--- config.mk ---
export PLATFORM = sky130hd
export DESIGN_NAME = mux4_rr_sequencer_flat
export DESIGN_NICKNAME = d
export VERILOG_FILES = /design/src/rtl/mux4_rr_sequencer_if.sv /design/src/rtl/mux4_rr_sequencer.sv /design/src/flat_wrapper.sv
export SDC_FILE = /design/constraint.sdc
export NUM_CORES = 1
export LEC_CHECK = 0
export ABC_AREA = 0
export CAP_MARGIN = 20
export CORE_ASPECT_RATIO = 1.4
export CORE_MARGIN = 2
export CORE_UTILIZATION = 35
export CTS_BUF_LIST = sky130_fd_sc_hd__clkbuf_8
export DETAILED_ROUTE_END_ITERATION = 10
export HOLD_SLACK_MARGIN = 0.08
export SETUP_SLACK_MARGIN = 0.5
export SLEW_MARGIN = 10
export SYNTH_ARGS = -nofsm -noshare
export SYNTH_HDL_FRONTEND = slang
export SYNTH_SLANG_ARGS = --single-unit
--- constraint.sdc ---
create_clock -name clk -period 2.1 [get_ports clk]
set_clock_uncertainty 0.2 [all_clocks]
set_input_delay 0.42 -clock clk [delete_from_list [all_inputs] [get_ports clk]]
set_output_delay 0.42 -clock clk [all_outputs]
set_load 0.01 [all_outputs]
--- src/rtl/mux4_rr_sequencer_if.sv ---
// Bundle of the request, mux-sample and result-handshake signals around the 4x1 mux sequencer.
// The sequencer takes the slave view; the producer/consumer side takes the master view.
interface mux4_rr_sequencer_if #(
    parameter int WIDTH = 4
);
    logic [3:0]       req;
    logic [WIDTH-1:0] mux_out;
    logic             ready_in;
    logic             s0;
    logic             s1;
    logic [3:0]       grant;
    logic [WIDTH-1:0] out_data;
    logic [1:0]       out_ch;
    logic             out_valid;

    modport slave (
        input  req, mux_out, ready_in,
        output s0, s1, grant, out_data, out_ch, out_valid
    );

    modport master (
        output req, mux_out, ready_in,
        input  s0, s1, grant, out_data, out_ch, out_valid
    );
endinterface

--- src/rtl/mux4_rr_sequencer.sv ---
// Round-robin sequencer that drives the 4x1 mux selects, waits for the mux to settle,
// and hands the captured value downstream through a registered valid/ready stage.
module mux4_rr_sequencer #(
    parameter int WIDTH  = 4,
    parameter int SETTLE = 1
) (
    input  logic                   clk,
    input  logic                   rst_n,
    mux4_rr_sequencer_if.slave     bus
);

    typedef enum logic [1:0] {
        ST_IDLE   = 2'd0,
        ST_SETTLE = 2'd1,
        ST_HOLD   = 2'd2
    } state_t;

    localparam logic [3:0] SETTLE_CNT = 4'(SETTLE);

    state_t           state_q, state_d;
    logic [3:0]       cnt_q, cnt_d;
    logic [1:0]       ch_q, ch_d;
    logic [1:0]       last_q, last_d;
    logic [1:0]       sel_q, sel_d;
    logic [3:0]       grant_q, grant_d;
    logic [WIDTH-1:0] data_q, data_d;
    logic [1:0]       out_ch_q, out_ch_d;
    logic             valid_q, valid_d;
    logic [2:0]       pick_s;

    // Returns {found, index}: first set request at or after (last+1) mod 4.
    function automatic logic [2:0] rr_pick(input logic [3:0] req, input logic [1:0] last);
        logic [2:0] res;
        logic [1:0] idx;
        res = 3'b000;
        for (int k = 4; k >= 1; k--) begin
            idx = last + 2'(k);
            if (req[idx]) begin
                res = {1'b1, idx};
            end else begin
                res = res;
            end
        end
        return res;
    endfunction

    assign pick_s = rr_pick(bus.req, last_q);

    // Next-state and output-register logic for the IDLE/SETTLE/HOLD sequence.
    always_comb begin
        state_d  = state_q;
        cnt_d    = cnt_q;
        ch_d     = ch_q;
        last_d   = last_q;
        sel_d    = sel_q;
        grant_d  = 4'b0000;
        data_d   = data_q;
        out_ch_d = out_ch_q;
        valid_d  = valid_q;
        case (state_q)
            ST_IDLE: begin
                if (pick_s[2]) begin
                    sel_d   = pick_s[1:0];
                    ch_d    = pick_s[1:0];
                    cnt_d   = SETTLE_CNT;
                    state_d = ST_SETTLE;
                end else begin
                    state_d = ST_IDLE;
                end
            end
            ST_SETTLE: begin
                if (cnt_q != 4'd0) begin
                    cnt_d = cnt_q - 4'd1;
                end else begin
                    data_d   = bus.mux_out;
                    out_ch_d = ch_q;
                    valid_d  = 1'b1;
                    grant_d  = 4'b0001 << ch_q;
                    last_d   = ch_q;
                    state_d  = ST_HOLD;
                end
            end
            ST_HOLD: begin
                // Handshake only sees out_valid from the previous edge, so ready on the capture edge is ignored.
                if (valid_q && bus.ready_in) begin
                    valid_d = 1'b0;
                    state_d = ST_IDLE;
                end else begin
                    state_d = ST_HOLD;
                end
            end
            default: begin
                state_d = ST_IDLE;
            end
        endcase
    end

    // State and output registers; reset discards any transfer in flight.
    always_ff @(posedge clk or negedge rst_n) begin
        if (!rst_n) begin
            state_q  <= ST_IDLE;
            cnt_q    <= 4'd0;
            ch_q     <= 2'd0;
            last_q   <= 2'd3;
            sel_q    <= 2'd0;
            grant_q  <= 4'b0000;
            data_q   <= '0;
            out_ch_q <= 2'd0;
            valid_q  <= 1'b0;
        end else begin
            state_q  <= state_d;
            cnt_q    <= cnt_d;
            ch_q     <= ch_d;
            last_q   <= last_d;
            sel_q    <= sel_d;
            grant_q  <= grant_d;
            data_q   <= data_d;
            out_ch_q <= out_ch_d;
            valid_q  <= valid_d;
        end
    end

    assign bus.s0        = sel_q[0];
    assign bus.s1        = sel_q[1];
    assign bus.grant     = grant_q;
    assign bus.out_data  = data_q;
    assign bus.out_ch    = out_ch_q;
    assign bus.out_valid = valid_q;

endmodule

--- src/flat_wrapper.sv ---
// flat-port wrapper written by rule: the top's interface ports become plain ports
module mux4_rr_sequencer_flat 
#(
    parameter int WIDTH  = 4,
    parameter int SETTLE = 1
)
  (clk, rst_n, bus_req, bus_mux_out, bus_ready_in, bus_s0, bus_s1, bus_grant, bus_out_data, bus_out_ch, bus_out_valid);
  mux4_rr_sequencer_if #(.WIDTH(WIDTH)) bus_i ();
  input  logic clk;
  input  logic rst_n;
  input wire logic [$bits(bus_i.req)-1:0] bus_req;
  input wire logic [$bits(bus_i.mux_out)-1:0] bus_mux_out;
  input wire logic [$bits(bus_i.ready_in)-1:0] bus_ready_in;
  output wire logic [$bits(bus_i.s0)-1:0] bus_s0;
  output wire logic [$bits(bus_i.s1)-1:0] bus_s1;
  output wire logic [$bits(bus_i.grant)-1:0] bus_grant;
  output wire logic [$bits(bus_i.out_data)-1:0] bus_out_data;
  output wire logic [$bits(bus_i.out_ch)-1:0] bus_out_ch;
  output wire logic [$bits(bus_i.out_valid)-1:0] bus_out_valid;
  assign bus_i.req = bus_req;
  assign bus_i.mux_out = bus_mux_out;
  assign bus_i.ready_in = bus_ready_in;
  assign bus_s0 = bus_i.s0;
  assign bus_s1 = bus_i.s1;
  assign bus_grant = bus_i.grant;
  assign bus_out_data = bus_i.out_data;
  assign bus_out_ch = bus_i.out_ch;
  assign bus_out_valid = bus_i.out_valid;
  mux4_rr_sequencer #(.WIDTH(WIDTH), .SETTLE(SETTLE)) u_core (.clk(clk), .rst_n(rst_n), .bus(bus_i));
endmodule
# Word-level counts from Yosys, hierarchy flattened
# Cells that the tools add are included.
dict set report word_totals {
  memories 0
  out_inout_bits 13
  mem_bits_rw 0
  latch_bits 0
  elab_cells 57
  reg_bits 21
  inputBits 11
  romBits 0
}
dict set report op_classes {
  mux 24
  multipliers 0
  n_eq_ne 6
  div_mod_pow 0
  bitwise_logic 1
  shifts 1
  reduce_logical 9
  order_cmp 4
  addsub 4
}
# operator count
set op_table {}
lappend op_table {{$mux W4} 4}
lappend op_table {{$lt A2 B3 Y1 const B} 4}
lappend op_table {{$mux W3} 4}
lappend op_table {{$bmux W1 S2} 4}
lappend op_table {{$pmux W4 S2} 1}
lappend op_table {{$mux W1} 7}
lappend op_table {{$ne A2 B1 Y1 const B} 3}
lappend op_table {{$pmux W2 S3} 1}
lappend op_table {{$reduce_and A3 Y1} 2}
lappend op_table {{$add A2 B2 Y2 const B} 2}
lappend op_table {{$mux W2} 2}
lappend op_table {{$reduce_and A2 Y1} 2}
lappend op_table {{$reduce_bool A2 Y1} 2}
lappend op_table {{$reduce_bool A4 Y1} 1}
lappend op_table {{$shl A1 B2 Y4 const A} 1}
lappend op_table {{$sub A4 B1 Y4 const B} 1}
lappend op_table {{$add A2 B1 Y2 const B} 1}
lappend op_table {{$eq A2 B1 Y1 const B} 1}
lappend op_table {{$eq A2 B2 Y1 const B} 1}
lappend op_table {{$logic_not A2 Y1} 1}
lappend op_table {{$ne A2 B2 Y1 const B} 1}
lappend op_table {{$pmux W1 S2} 1}
lappend op_table {{$logic_and A1 B1 Y1} 1}
lappend op_table {{$not A1 Y1} 1}

# Logic depth before layout (Yosys ltp)
dict set report depth {
  ltp_word 8
  ltp_mapped 6
  mapped_depth_nobuf 5
}

# Worst setup path before layout
# OpenSTA, ideal clock, no wires.
dict set report synth_timing {
  path_kind {register -> register}
  start {register u_core.cnt_q[0]}
  end {register u_core.out_ch_q[0], in the netlist u_core.bus.out_ch[0]}
  synth_period_minus_slack_ns 1.835
  n_path_buf 1
  required_ns 1.775
  setup_time_ns 0.125
  setup_slack_ns 0.265
  stages_incl_launch_ff 7
  arrival_time_ns 1.509
  path_cell_list {dfrtp_1 inv_1 ha_1 nor3b_4 nand2_4 buf_6 mux2_4}
}
dict set report synth_between {
  elab_chain_cells 3
}
# element line
set synth_rtl {}
lappend synth_rtl {{start: declaration} mux4_rr_sequencer.sv:21} ;# logic [3:0] cnt_q, cnt_d;
lappend synth_rtl {{start signal: assignment} mux4_rr_sequencer.sv:112} ;# cnt_q <= cnt_d;
lappend synth_rtl {{$reduce_bool A4 Y1} mux4_rr_sequencer.sv:72} ;# if (cnt_q != 4'd0) begin
lappend synth_rtl {{$not A1 Y1 (no line)} -}
lappend synth_rtl {{$reduce_and A2 Y1 (no line)} -}
lappend synth_rtl {{end signal: assignment} mux4_rr_sequencer.sv:118} ;# out_ch_q <= out_ch_d;
lappend synth_rtl {{end: declaration} mux4_rr_sequencer.sv:27} ;# logic [1:0] out_ch_q, out_ch_d;
# Every way passes these cells.
# A chain may end at the register's enable or synchronous reset.

# Worst setup path after layout
dict set report layout_timing {
  start {register u_core.cnt_q[1]}
  end {register u_core.data_q[3], in the netlist u_core.bus.out_data[3]}
}
dict set report layout_between {
  elab_chain_cells 3
}
# element line
set layout_rtl {}
lappend layout_rtl {{$reduce_bool A4 Y1} mux4_rr_sequencer.sv:72}
lappend layout_rtl {{$not A1 Y1 (no line)} -}
lappend layout_rtl {{$reduce_and A2 Y1 (no line)} -}
lappend layout_rtl {{end signal: assignment} mux4_rr_sequencer.sv:117} ;# data_q <= data_d;
lappend layout_rtl {{end: declaration} mux4_rr_sequencer.sv:26} ;# logic [WIDTH-1:0] data_q, data_d;
# Every way passes these cells.

==> impl_metrics.py <==
metrics = {
    "status": {
        "status": "finished clean",
    },
    "layout": {
        "stdcell_area_um2": 1490,
        "syn_to_final_growth_pct": 48.3,
        "num_antenna_cells": 0,
        "final_layout_size_suffix_gt1_share_pct": 37.4,
        "n_fill_cell": 247,
        "nets": 136,
    },
    "logic_synthesis": {
        "ys_types": 32,
        "synth_fp_nets": 95,
        "yosys-top-cells-count": "dfrtp_1 (19), a21oi_1 (6), mux2_4 (6)",
        "syn_inst": 83,
        "ys_ff_latch": 21,
        "avgSynthCellArea_um2": 12.1,
        "synth_most_common_cell": "dfrtp_1",
        "synth_top_cell_area_share_pct": 47.4,
        "synth_ff_type": "dfrtp_1",
        "synth-async-reset-ratio_pct": 100,
        "synth-edff-count": 0,
        "synthesis.area_um2": 1000,
        "synth_largest_area_cell": "dfrtp_1",
        "yosysWarnings": 0,
        "synth-seq-area-share_pct": 52.7,
        "ys_top_cells_by_area": "dfrtp_1 (47%), mux2_4 (9.0%), dfstp_2 (5.2%), mux2_2 (3.4%), nand2b_1 (3.1%)",
    },
    "timing": {
        "finalHoldViolations": 0,
        "fin_ws_ps": 370,
        "setup_tns_ps": 0,
        "relSlewSlack_pct": 77.6,
        "finalCritPeriodShare_pct": 82.4,
        "fmax_mhz": 578,
        "setup_viol": 0,
        "drv_slew": 0,
        "rsz0062_at_grt": "yes",
        "tightest_slew_ps": 332,
        "min_period_ps": 1730,
    },
    "clocking": {
        "clk_pin_slew_ps": 80,
        "numClockSinks": 21,
        "cts_max_level": 1,
        "numCtsBuffers": 3,
        "cts_hold_buf": 0,
        "clock_path_buffers": 2,
        "cts_root_buf": "clkbuf_8",
        "cts_tree": "built",
        "insertion_delay_ps": 260,
    },
    "pwr": {
        "pwr-share-seq_pct": 34.0,
        "leakagePower_nw": 0.693,
        "intPower_mw": 1.37,
        "sw_frac_of_total_pct": 36.3,
        "max-vdd-ir-drop_v": 0.000723,
        "pwr-share-comb_pct": 53.7,
        "switchingPower_mw": 0.782,
        "p_per_area_nw_per_um2": 1450,
        "clkPwrFrac_pct": 12.2,
    },
    "die": {
        "die_h_um": 67.3,
        "die_w_um": 49.2,
        "dieArea_um2": 3310,
        "num_rows": 23,
        "start_util_pct": 35.9,
        "pin_count": 24,
        "coreArea_um2": 2790,
    },
    "route": {
        "wl_um": 2180,
        "drt_first_pass_iters": 4,
        "route.met3.wl_um": 68,
        "route.detailed.drc": 0,
        "num_vias": 790,
        "dr_wl_met2_um": 1180,
        "wl_per_cell_um": 13.6,
        "drt_iter0_markers": 7,
        "drtAntennaViolNets": 0,
        "via_per_inst": 4.94,
        "wl_met1_um": 920,
        "maxUsedRoutingLayer": "met4",
    },
    "min_path": {
        "hold_path_class": "input pin to async pin",
    },
    "worst_setup_path": {
        "max_stage_delay_ps": 400,
        "crit_path_end_kind": "flop",
        "rrSetupSlack_ps": 370,
        "path_cells": "inv_2 -> ha_4 -> nor3b_4 -> nand2_4 -> mux2_4",
        "r2r_end": "u_core.bus.out_data[3]",
        "r2r_start": "u_core.cnt_q[1]",
        "crit_start": "u_core.cnt_q[1]",
        "critPathBufInv": 1,
        "path_max_fanout": 6,
        "cp_data_arrival_time_ps": 1680,
        "crit_type": "flop to flop",
        "reg2reg_depth": 5,
        "worst_ep_required_time_ps": 2050,
        "slowest_stage": "dfrtp_1",
        "start_kind": "flop",
        "critical-path-top-delay-family": "simple AND/OR/NAND/NOR gates",
    },
    "flow_run": {
        "cap_violations": 0,
    },
    "grt": {
        "grt_start_max_net_pins": 22,
        "antenna_found_initial": 0,
        "grt_overflow_total": 0,
        "grt.total_usage_pct": 14.0,
        "grt_pass1_wl_um": 3580,
        "grt_pass1_vias": 763,
    },
    "placed_design": {
        "gp_congestion": 0.770,
        "pre_cts_slack_ps": 92.6,
        "place_area_um2": 1310,
        "port_buffers": 23,
        "dp.final_hpwl_um": 1420,
    },
}
-- layout make-up --
| type | instances | area (um2) | area share (%) |
|---|---|---|---|
| flip-flops and latches | 21 | 529 | 35.6 |
| multi-input cells | 56 | 513 | 34.5 |
| repair buffers | 37 | 333 | 22.4 |
| well taps | 37 | 46.3 | 3.11 |
| clock buffers | 3 | 41.3 | 2.78 |
| inverters | 5 | 18.8 | 1.26 |
| clock inverters | 1 | 5.00 | 0.337 |
-- worst max-delay path by stage --
stage	slack, ps	to	depth (start not counted)
after floorplan	330	u_core.bus.out_ch[0]	6
after global placement	110	u_core.sel_q[1]	4
after detailed placement	90	u_core.sel_q[1]	4
after CTS	320	bus_s1	1
after global routing	330	u_core.bus.out_data[0]	5
final	370	u_core.bus.out_data[3]	5
-- metrics by stage --
stage                     hold WS, ps  total power, mW  cells  utilization (%)
after global placement            289             1.70    145             46.8
after CTS                         304             2.05    157             50.9
after detailed placement          294             1.72    145             46.8
after floorplan                 -75.6             1.36     83                -
after global routing              321             2.31    160             53.2
final                             300             2.15    160             53.2
-- power by group through the flow --
stage               sequential, mW  clock [mW]  combinational, mW
floorplan                    0.784           0              0.578
global placement             0.762           0              0.940
detailed placement           0.766           0              0.958
CTS                          0.735       0.271               1.05
global route                 0.764       0.292               1.26
finish                       0.733       0.264               1.16
-- timing repair --
action | CTS | global route
setup buffers | 7 | 3
endpoints found under the setup margin | 28 | 19
gates cloned | 1 | 0
resized for setup | 22 | 11
pin swaps | 5 | 6
-- worst reg2reg max path, delay by kind of cell (launching register included) --
family / cells / cell delay, ps
multiplexers: 1 / 320
adder cells (fa/ha/maj): 1 / 130
flip-flops: 1 / 400
buffers and inverters: 1 / 70
AND/OR/NAND/NOR: 2 / 490
-- registers in the layout (all words and copies together) (netlist names) --
signal and count:
u_core.bus.out_ch 2, u_core.sel_q 2, u_core.cnt_q 4, u_core.state_q 2
u_core.bus.out_valid 1, u_core.bus.out_data 4, u_core.last_q 2, u_core.bus.grant 4
-- cells by family (layout without fill, tap and decap cells) --
family                   count (synthesis)  in the layout  share of synthesized area (%)
AND/OR/NAND/NOR                         27             28                           17.5
flip-flops                              21             21                           52.7
AO/OA/AOI/OAI                           17             17                           11.7
multiplexers                            10             10                           13.4
buffers and inverters                    7             46                           3.50
adder cells (fa/ha/maj)                  1              1                           1.25
-- cells in the final DEF (no fill, tap or decap), types with 4 or more instances in the layout --
cell,netlist,final
dlygate4sd2_1,0,16
mux2_4,6,6
buf_6,1,4
dfrtp_1,19,18
nor2_1,5,5
nand2b_1,5,5
buf_4,0,10
clkdlybuf4s50_1,0,6
a21oi_1,6,5
-- per-layer routing --
layer  vias to the layer above  track usage (%)
li1                        379                -
met5                         -                0
met2                        15             23.1
met4                         0             5.36
met3                         2             2.88
met1                       394             18.2
Note: power is estimated with default switching activity, not from simulation.
